## config.mk

```make
export PLATFORM = sky130hd
export DESIGN_NAME = nibble_serial_adder
export DESIGN_NICKNAME = d
export VERILOG_FILES = /design/src/rtl/nibble_serial_pkg.sv /design/src/rtl/nibble_serial_adder_cla_nibble.sv /design/src/rtl/nibble_serial_adder.sv
export SDC_FILE = /design/constraint.sdc
export NUM_CORES = 1
export LEC_CHECK = 0
export CORE_ASPECT_RATIO = 2
export CORE_MARGIN = 3
export CORE_UTILIZATION = 45
export DETAILED_ROUTE_END_ITERATION = 16
export PLACE_DENSITY = 0.72
export SYNTH_ARGS = -nofsm -noshare
export SYNTH_HDL_FRONTEND = slang
export SYNTH_SLANG_ARGS = --single-unit
```

## constraint.sdc

```tcl
create_clock -name clk -period 2.1 [get_ports clk]
set_clock_uncertainty 0.2 [all_clocks]
set_input_delay 0.42 -clock clk [delete_from_list [all_inputs] [get_ports clk]]
set_output_delay 0.42 -clock clk [all_outputs]
set_load 0.02 [all_outputs]
```

## src/rtl/nibble_serial_pkg.sv

```systemverilog
// Shared definitions for the nibble-serial adder.
//   NIBBLE  : datapath slice width processed per clock
//   state_t : control FSM states (IDLE, RUN, DONE)
package nibble_serial_pkg;

   localparam int unsigned NIBBLE = 4;

   typedef enum logic [1:0] {
      IDLE = 2'd0,
      RUN  = 2'd1,
      DONE = 2'd2
   } state_t;

endpackage

```

## src/rtl/nibble_serial_adder_cla_nibble.sv

```systemverilog
// Gate-level 4-bit carry-lookahead adder slice.
//   A, B  in  [3:0]  nibble operands
//   cin   in         carry into bit 0
//   s     out [3:0]  nibble sum
//   cout  out        carry out of bit 3
//   c3    out        carry into bit 3 (used for signed overflow)
module cla_nibble (
   input  logic [3:0] A,
   input  logic [3:0] B,
   input  logic       cin,
   output logic [3:0] s,
   output logic       cout,
   output logic       c3
);

   logic [3:0] w_g;
   logic [3:0] w_p;
   logic       w_c1;
   logic       w_c2;
   logic       w_c3;
   logic       w_c4;

   assign w_g = A & B;
   assign w_p = A ^ B;

   // Every carry is expanded flat from cin so no carry waits on another.
   assign w_c1 = w_g[0]
               | (w_p[0] & cin);
   assign w_c2 = w_g[1]
               | (w_p[1] & w_g[0])
               | (w_p[1] & w_p[0] & cin);
   assign w_c3 = w_g[2]
               | (w_p[2] & w_g[1])
               | (w_p[2] & w_p[1] & w_g[0])
               | (w_p[2] & w_p[1] & w_p[0] & cin);
   assign w_c4 = w_g[3]
               | (w_p[3] & w_g[2])
               | (w_p[3] & w_p[2] & w_g[1])
               | (w_p[3] & w_p[2] & w_p[1] & w_g[0])
               | (w_p[3] & w_p[2] & w_p[1] & w_p[0] & cin);

   assign s    = w_p ^ {w_c3, w_c2, w_c1, cin};
   assign cout = w_c4;
   assign c3   = w_c3;

endmodule

```

## src/rtl/nibble_serial_adder.sv

```systemverilog
// Multi-cycle WIDTH-bit adder that feeds one nibble per clock through a
// single CLA slice, holding the inter-nibble carry in a flop.
//   clk, rst            clock, asynchronous active-high reset
//   in_valid/in_ready   operand handshake (in_ready = state IDLE)
//   a, b, cin           operands and carry into nibble 0
//   sub                 subtract request (only with NIBBLE_SERIAL_SUB_EN)
//   out_valid/out_ready result handshake (out_valid = state DONE)
//   sum, cout, ovf      result, carry out of MSB, signed overflow
// Optional feature macro: NIBBLE_SERIAL_SUB_EN (adds sub port, a + ~b + 1).
module nibble_serial_adder
   import nibble_serial_pkg::*;
#(
   parameter int WIDTH = 16
) (
   input  logic             clk,
   input  logic             rst,
   input  logic             in_valid,
   output logic             in_ready,
   input  logic [WIDTH-1:0] a,
   input  logic [WIDTH-1:0] b,
   input  logic             cin,
`ifdef NIBBLE_SERIAL_SUB_EN
   input  logic             sub,
`endif
   output logic             out_valid,
   input  logic             out_ready,
   output logic [WIDTH-1:0] sum,
   output logic             cout,
   output logic             ovf
);

   localparam int NNIB = WIDTH / NIBBLE;
   localparam int CW   = (NNIB > 1) ? $clog2(NNIB) : 1;

   generate
      if (((WIDTH % NIBBLE) != 0) || (WIDTH < NIBBLE)) begin : g_bad_width
         $error("nibble_serial_adder: WIDTH must be a multiple of 4 and >= 4");
      end
   endgenerate

   state_t           r_state;
   state_t           w_next;
   logic [CW-1:0]    r_cnt;
   logic [WIDTH-1:0] r_a;
   logic [WIDTH-1:0] r_b;
   logic [WIDTH-1:0] r_sum;
   logic             r_carry;
   logic             r_cout;
   logic             r_ovf;

   logic [3:0]       w_b_nib;
   logic [3:0]       w_s;
   logic             w_cout;
   logic             w_c3;
   logic             w_last;
   logic [WIDTH+3:0] w_sum_cat;

`ifdef NIBBLE_SERIAL_SUB_EN
   logic             r_sub;
   assign w_b_nib = r_b[3:0] ^ {4{r_sub}};
`else
   assign w_b_nib = r_b[3:0];
`endif

   cla_nibble u_cla (
      .A    (r_a[3:0]),
      .B    (w_b_nib),
      .cin  (r_carry),
      .s    (w_s),
      .cout (w_cout),
      .c3   (w_c3)
   );

   assign w_last    = (r_cnt == CW'(NNIB - 1));
   // New nibble enters at the top; concatenating then dropping the low
   // nibble also works when WIDTH == 4.
   assign w_sum_cat = {w_s, r_sum};

   always_comb begin
      w_next = r_state;
      case (r_state)
         IDLE:    if (in_valid)  w_next = RUN;
         RUN:     if (w_last)    w_next = DONE;
         DONE:    if (out_ready) w_next = IDLE;
         default: w_next = IDLE;
      endcase
   end

   always_ff @(posedge clk or posedge rst) begin
      if (rst) begin
         r_state <= IDLE;
         r_cnt   <= '0;
         r_a     <= '0;
         r_b     <= '0;
         r_sum   <= '0;
         r_carry <= 1'b0;
         r_cout  <= 1'b0;
         r_ovf   <= 1'b0;
`ifdef NIBBLE_SERIAL_SUB_EN
         r_sub   <= 1'b0;
`endif
      end else begin
         r_state <= w_next;
         case (r_state)
            IDLE: begin
               if (in_valid) begin
                  r_a   <= a;
                  r_b   <= b;
                  r_cnt <= '0;
`ifdef NIBBLE_SERIAL_SUB_EN
                  r_sub   <= sub;
                  r_carry <= sub ? 1'b1 : cin;
`else
                  r_carry <= cin;
`endif
               end
            end
            RUN: begin
               r_a     <= r_a >> NIBBLE;
               r_b     <= r_b >> NIBBLE;
               r_sum   <= w_sum_cat[WIDTH+3:NIBBLE];
               r_carry <= w_cout;
               r_cnt   <= r_cnt + CW'(1);
               if (w_last) begin
                  r_cout <= w_cout;
                  r_ovf  <= w_cout ^ w_c3;
               end
            end
            default: ;
         endcase
      end
   end

   assign in_ready  = (r_state == IDLE);
   assign out_valid = (r_state == DONE);
   assign sum       = r_sum;
   assign cout      = r_cout;
   assign ovf       = r_ovf;

endmodule
```

After elaboration in Yosys (flattened, before gate mapping)
Cells that the tools add are included.
{"block": "totals", "ff_bits": 55, "out_inout_bits": 20}
{"block": "op_classes", "add_sub_neg": 1, "n_eq_ne": 6, "muxes": 12, "bitwise_logic": 30, "reduce_logical": 5}
{"op": "16-bit case mux with 2 select lines", "count": 2}
{"op": "16-bit two-way mux", "count": 2}
{"op": "1-bit AND", "count": 16}
{"op": "1-bit bitwise OR", "count": 10}
{"op": "2-bit two-way mux", "count": 4}
{"op": "4-bit XOR", "count": 2}
{"op": "2-bit case mux with 3 select lines", "count": 1}
{"op": "4-bit AND", "count": 1}
{"op": "2-bit == test, second input constant", "count": 2}
{"op": "2-bit inequality test, second input constant", "count": 2}
{"op": "2-bit case mux with 2 select lines", "count": 1}
{"op": "2-bit AND reduction", "count": 2}
{"op": "3-bit AND reduction", "count": 1}
{"op": "2-bit by 1-bit adder with 2-bit output, second input constant", "count": 1}
{"op": "2-bit by 1-bit == test with 1-bit output, second input constant", "count": 1}
{"op": "2-bit logical NOT", "count": 1}
{"op": "2-bit by 1-bit inequality test with 1-bit output, second input constant", "count": 1}
{"op": "1-bit case mux with 2 select lines", "count": 1}
{"op": "2-bit nonzero test", "count": 1}
{"op": "1-bit two-way mux", "count": 1}
{"op": "1-bit XOR", "count": 1}

Logic depth before layout (Yosys ltp)
{"block": "logic_depth", "depth_word": 7, "ltp_mapped": 6, "ltp_nobuf": 4}

By module
From an unflattened synthesis, not the netlist that was laid out.
{"block": "unflattened", "cells_unflattened": 258, "area_unflattened_um2": 2509.9}
{"module": "nibble_serial_adder", "n_inst": 1, "cells_per_inst": 240, "area_each_um2": 2354.8, "seq_area_each_um2": 1376.3}
{"module": "cla_nibble", "n_inst": 1, "cells_per_inst": 18, "area_each_um2": 155.1, "seq_area_each_um2": 0.0}

Worst setup path before layout
No wires, ideal clock.
{"block": "synth_timing", "path_type": "reg2reg", "start": "reg r_a[0]", "end": "reg r_sum[15] (netlist: sum[15])", "arrival_time_ps": 1352, "required_ps": 1831, "slack_ps": 480, "stages_incl_launch_ff": 5, "n_path_buf": 0, "cell_sequence": "dfrtp_1 ha_1 a211oi_2 or4_1 nand3_1"}
{"block": "synth_between", "elab_chain_cells": 5, "word_cells_on_any_way": 8}
{"element": "from (decl)", "line": "nibble_serial_adder.sv:44", "text": "logic [WIDTH-1:0] r_a;"}
{"element": "from (signal assigned)", "line": "nibble_serial_adder.sv:119", "text": "r_a <= r_a >> NIBBLE;"}
{"element": "4-bit AND / 4-bit XOR (equally long branches)", "line": "nibble_serial_adder_cla_nibble.sv:23, nibble_serial_adder_cla_nibble.sv:24"}
{"element": "1-bit AND, on equally long branches", "line": "nibble_serial_adder_cla_nibble.sv:34, nibble_serial_adder_cla_nibble.sv:35"}
{"element": "1-bit bitwise OR / 1-bit AND (equally long branches)", "line": "nibble_serial_adder_cla_nibble.sv:34, nibble_serial_adder_cla_nibble.sv:35"}
{"element": "1-bit bitwise OR *", "line": "nibble_serial_adder_cla_nibble.sv:35", "text": "| (w_p[2] & w_p[1] & w_p[0] & cin);"}
{"element": "4-bit XOR *", "line": "nibble_serial_adder_cla_nibble.sv:42", "text": "assign s = w_p ^ {w_c3, w_c2, w_c1, cin};"}
{"element": "to (signal assigned)", "line": "nibble_serial_adder.sv:121", "text": "r_sum <= w_sum_cat[WIDTH+3:NIBBLE];"}
{"element": "to (decl)", "line": "nibble_serial_adder.sv:46", "text": "logic [WIDTH-1:0] r_sum;"}
Mark *: on every way between the ends. The rest lies on a longest branch, timed or not.
A chain may end at the register's enable or synchronous reset.

Worst setup path in the final report
{"block": "layout_timing", "start": "reg r_sum[15] (netlist: sum[15])", "end": "out sum[15]"}
{"element": "to (decl)", "line": "nibble_serial_adder.sv:27", "text": "output logic [WIDTH-1:0] sum,"}
No word-level cell between the ends.

==> key figures <==
Cells and area
  • Final nets: 390
  • Layout fillers: 508
  • Post-Layout Cell Count: 409
  • Area Overhead vs Synth: 29.1%
  • Share of layout cells above drive strength 1: 6.90%
  • Number of antenna cells inserted: 0

CTS
  • Buffer cell driving the clock tree root: clkbuf_16
  • H-tree depth reported by CTS: 2
  • Number of buffers between clock root and the deepest sink: 2
  • Clock transition at path regs: 0.07 ns
  • Number of resized instances in the post-cts repair step: 2
  • Insertion delay of the later-clocked pin in the worst-skew pair: 0.29 ns
  • Setup fix buffers added after clock tree synthesis: 0
  • Clock buffers created by TritonCTS: 5
  • # hold bufs at CTS: 0
  • TritonCTS Sinks: 55
  • Clock tree from TritonCTS: built

STA
  • Minimum clock period after layout: 1.90 ns
  • Achievable frequency: 0.526 GHz
  • Final max-slew violation count: 0
  • Sum of negative setup slack: 0 ns
  • Number of setup violations in the final report: 0
  • Final hold vios: 0
  • Setup repair after global routing missed its margin: no
  • Worst max-slew margin expressed relative to the limit: 73.6%
  • Final period utilization: 90.6%
  • Transition at the pin with the smallest max-transition slack: 0.396 ns

Die
  • Height of the die: 116 µm
  • Starting density of the core: 46.9%
  • Die outline area: 7070 µm²
  • Top-level I/O count: 57
  • Core area: 5810 µm²
  • Horizontal die dimension: 61.0 µm
  • Std cell rows: 39

Logic synthesis
  • Post-synth top area cell: dfrtp_1
  • Fraction of registers with async set/reset: 100%
  • Netlist Area Pre-Place: 2720 µm²
  • Syn nets: 337
  • Portion of synthesized cell area occupied by the leading cell type: 50.6%
  • Post-synthesis instance total: 294
  • Portion of the post-synthesis area used by sequential elements: 50.6%
  • Cell with the most instances after synthesis: nand2_1
  • Count of synthesis-stage warnings from yosys: 0
  • Main area contributors after synthesis: dfrtp_1 (51%), nand2_1 (10%), and3b_1 (8.0%)
  • Synth Flop Type: dfrtp_1
  • Number of synthesized flops with an enable pin: 0
  • Commonest cells in the synthesized netlist: nand2_1 (73), dfrtp_1 (55), a21oi_1 (31)
  • Unique cell type count in the Yosys netlist: 35
  • Mean instance size in the synthesized netlist: 9.26 µm²
  • Flip-flop and latch count after synthesis: 55

Global route
  • Total congestion overflow after global routing: 0
  • Antenna violations before repair: 0
  • Vias in the first global route: 2048
  • All-layer global routing usage: 17.5%
  • Global-route wire length before repair: 9.43 mm
  • Maximum number of pins on one net before global-route repair: 56

Setup path
  • Crit path max fanout: 3
  • Sort of element at the end of the critical path: output port
  • Buffers and inverters on the worst path: 1
  • Origin of the worst setup path: sum[15]
  • Slowest stage delay, CP: 0.61 ns
  • Launching element type of the critical path: flop
  • Worst Setup Path Type: flop to output port
  • Critical path required time: 1.48 ns
  • Data arrival time of the critical path: 1.28 ns
  • Family with the most delay on the worst path: buffers and inverters
  • Library cell contributing the largest single delay on the critical path: clkdlybuf4s50_1
  • Startpoint of the worst-slack reg-to-reg timing path: r_a[0]
  • Crit path cell chain: clkdlybuf4s50_1

Detailed routing
  • Total via count in the routed design: 2211
  • Drt first pass iters: 4
  • Count of nets left with antenna violations after detail routing: 0
  • Wirelength, routed: 5.83 mm
  • WL per Instance: 14.2 µm
  • Iteration-0 DRC count of the detailed router: 73
  • Number of vias per cell after detailed routing: 5.41
  • DR DRC count: 0

Placement
  • PortBufs: 56
  • GP Congestion: 0.797
  • Number of placed instances with taps included: 401
  • DPL Wire Length: 4.07 mm

Power
  • Max VDD drop: 0.000849 V
  • Overall power after layout: 4900 µW
  • Power per unit of standard cell area: 1390 nW/µm²
  • Static leakage: 0.00168 µW

Outcome
  • Run status: finished clean

Flow run
  • Number of max-capacitance violations reported: 0

Min path
  • Class of the worst hold path: flop to flop
  • Start point of the worst min-delay path: sum[1]
-- through the flow --
stage | hold WS [ns] | instance area (µm²) | setup slack [ns] | utilization, %
floorplan | 0.250 | 2720 | 0.137 | -
global placement | 0.258 | 3360 | 0.180 | 57.9
global route | 0.297 | 3510 | 0.128 | 60.5
CTS | 0.278 | 3510 | 0.170 | 60.5
detailed placement | 0.262 | 3360 | 0.160 | 57.9
finish | 0.271 | 3510 | 0.197 | 60.5
-- power breakdown --
group	total [µW]	internal (µW)	leakage, µW	switching (µW)
clock	863	508	0.0000772	354
combinational	2260	994	0.000887	1260
sequential	1780	1500	0.000715	276
total	4900	3000	0.00168	1890
-- state kept, by name, indices dropped and copies added (netlist names) --
| name | flops |
|---|---|
| cout | 1 |
| ovf | 1 |
| r_a | 16 |
| r_b | 16 |
| r_carry | 1 |
| r_cnt | 2 |
| r_state | 2 |
| sum | 16 |
-- routing by layer --
metal	vias up	wire length (µm)	share of wire [%]	GRT usage [%]
met3	7	152	2.6	2.90
li1	1104	-	-	-
met4	0	94	1.6	7.81
met1	1055	2430	42	20.8
met2	45	3150	54	30.0
met5	-	0	0	0
-- final cells by class --
class | count | area [µm²] | share of cell area [%]
sequential | 55 | 1380 | 39.2
multi-input combinational | 210 | 1200 | 34.3
timing repair buffer | 68 | 673 | 19.2
clock buffer | 8 | 156 | 4.45
tap | 61 | 76.3 | 2.17
inverter | 7 | 26.3 | 0.748
-- cell usage in the layout, fill, tap and decap left out, types with 2 or more instances in the layout --
master           synthesis  final
nor2b_1                  8      8
clkbuf_8                 0      2
and3b_1                 25     25
a22o_1                   4      4
ha_1                     5      5
clkdlybuf4s50_1          0     54
buf_4                    0     10
nand3_1                  2      2
dlygate4sd2_1            0      2
nor2_1                   3      3
a21o_1                   2      2
buf_12                   0      2
o2111ai_1                2      2
clkbuf_16                0      5
mux2i_1                  3      3
a21oi_1                 31     31
inv_1                    7      6
nand2_1                 73     73
o21ai_1                  7      7
o21ai_0                 29     29
dfrtp_1                 55     55
-- worst paths after layout --
kind	endpoint	slack (ns)	cells after the start
min	sum[1]	0.27	2
max	sum[15]	0.20	1
min reg2reg	sum[1]	0.27	2
max in group asynchronous	r_cnt[1]	1.14	3
min in group asynchronous	sum[3]	0.29	3
max reg2reg	cout	0.33	4
-- cells by family (layout without fill, tap and decap cells) --
family	Yosys count	count (layout)	synth area share, %
mux	3	3	1.10
flops	55	55	50.6
fa+ha+maj	6	6	3.03
xor+xnor	1	1	0.322
buf+inv	29	83	5.29
simple gates	118	118	22.6
compound gates	82	82	17.1
(Power assumes the default switching activity.)
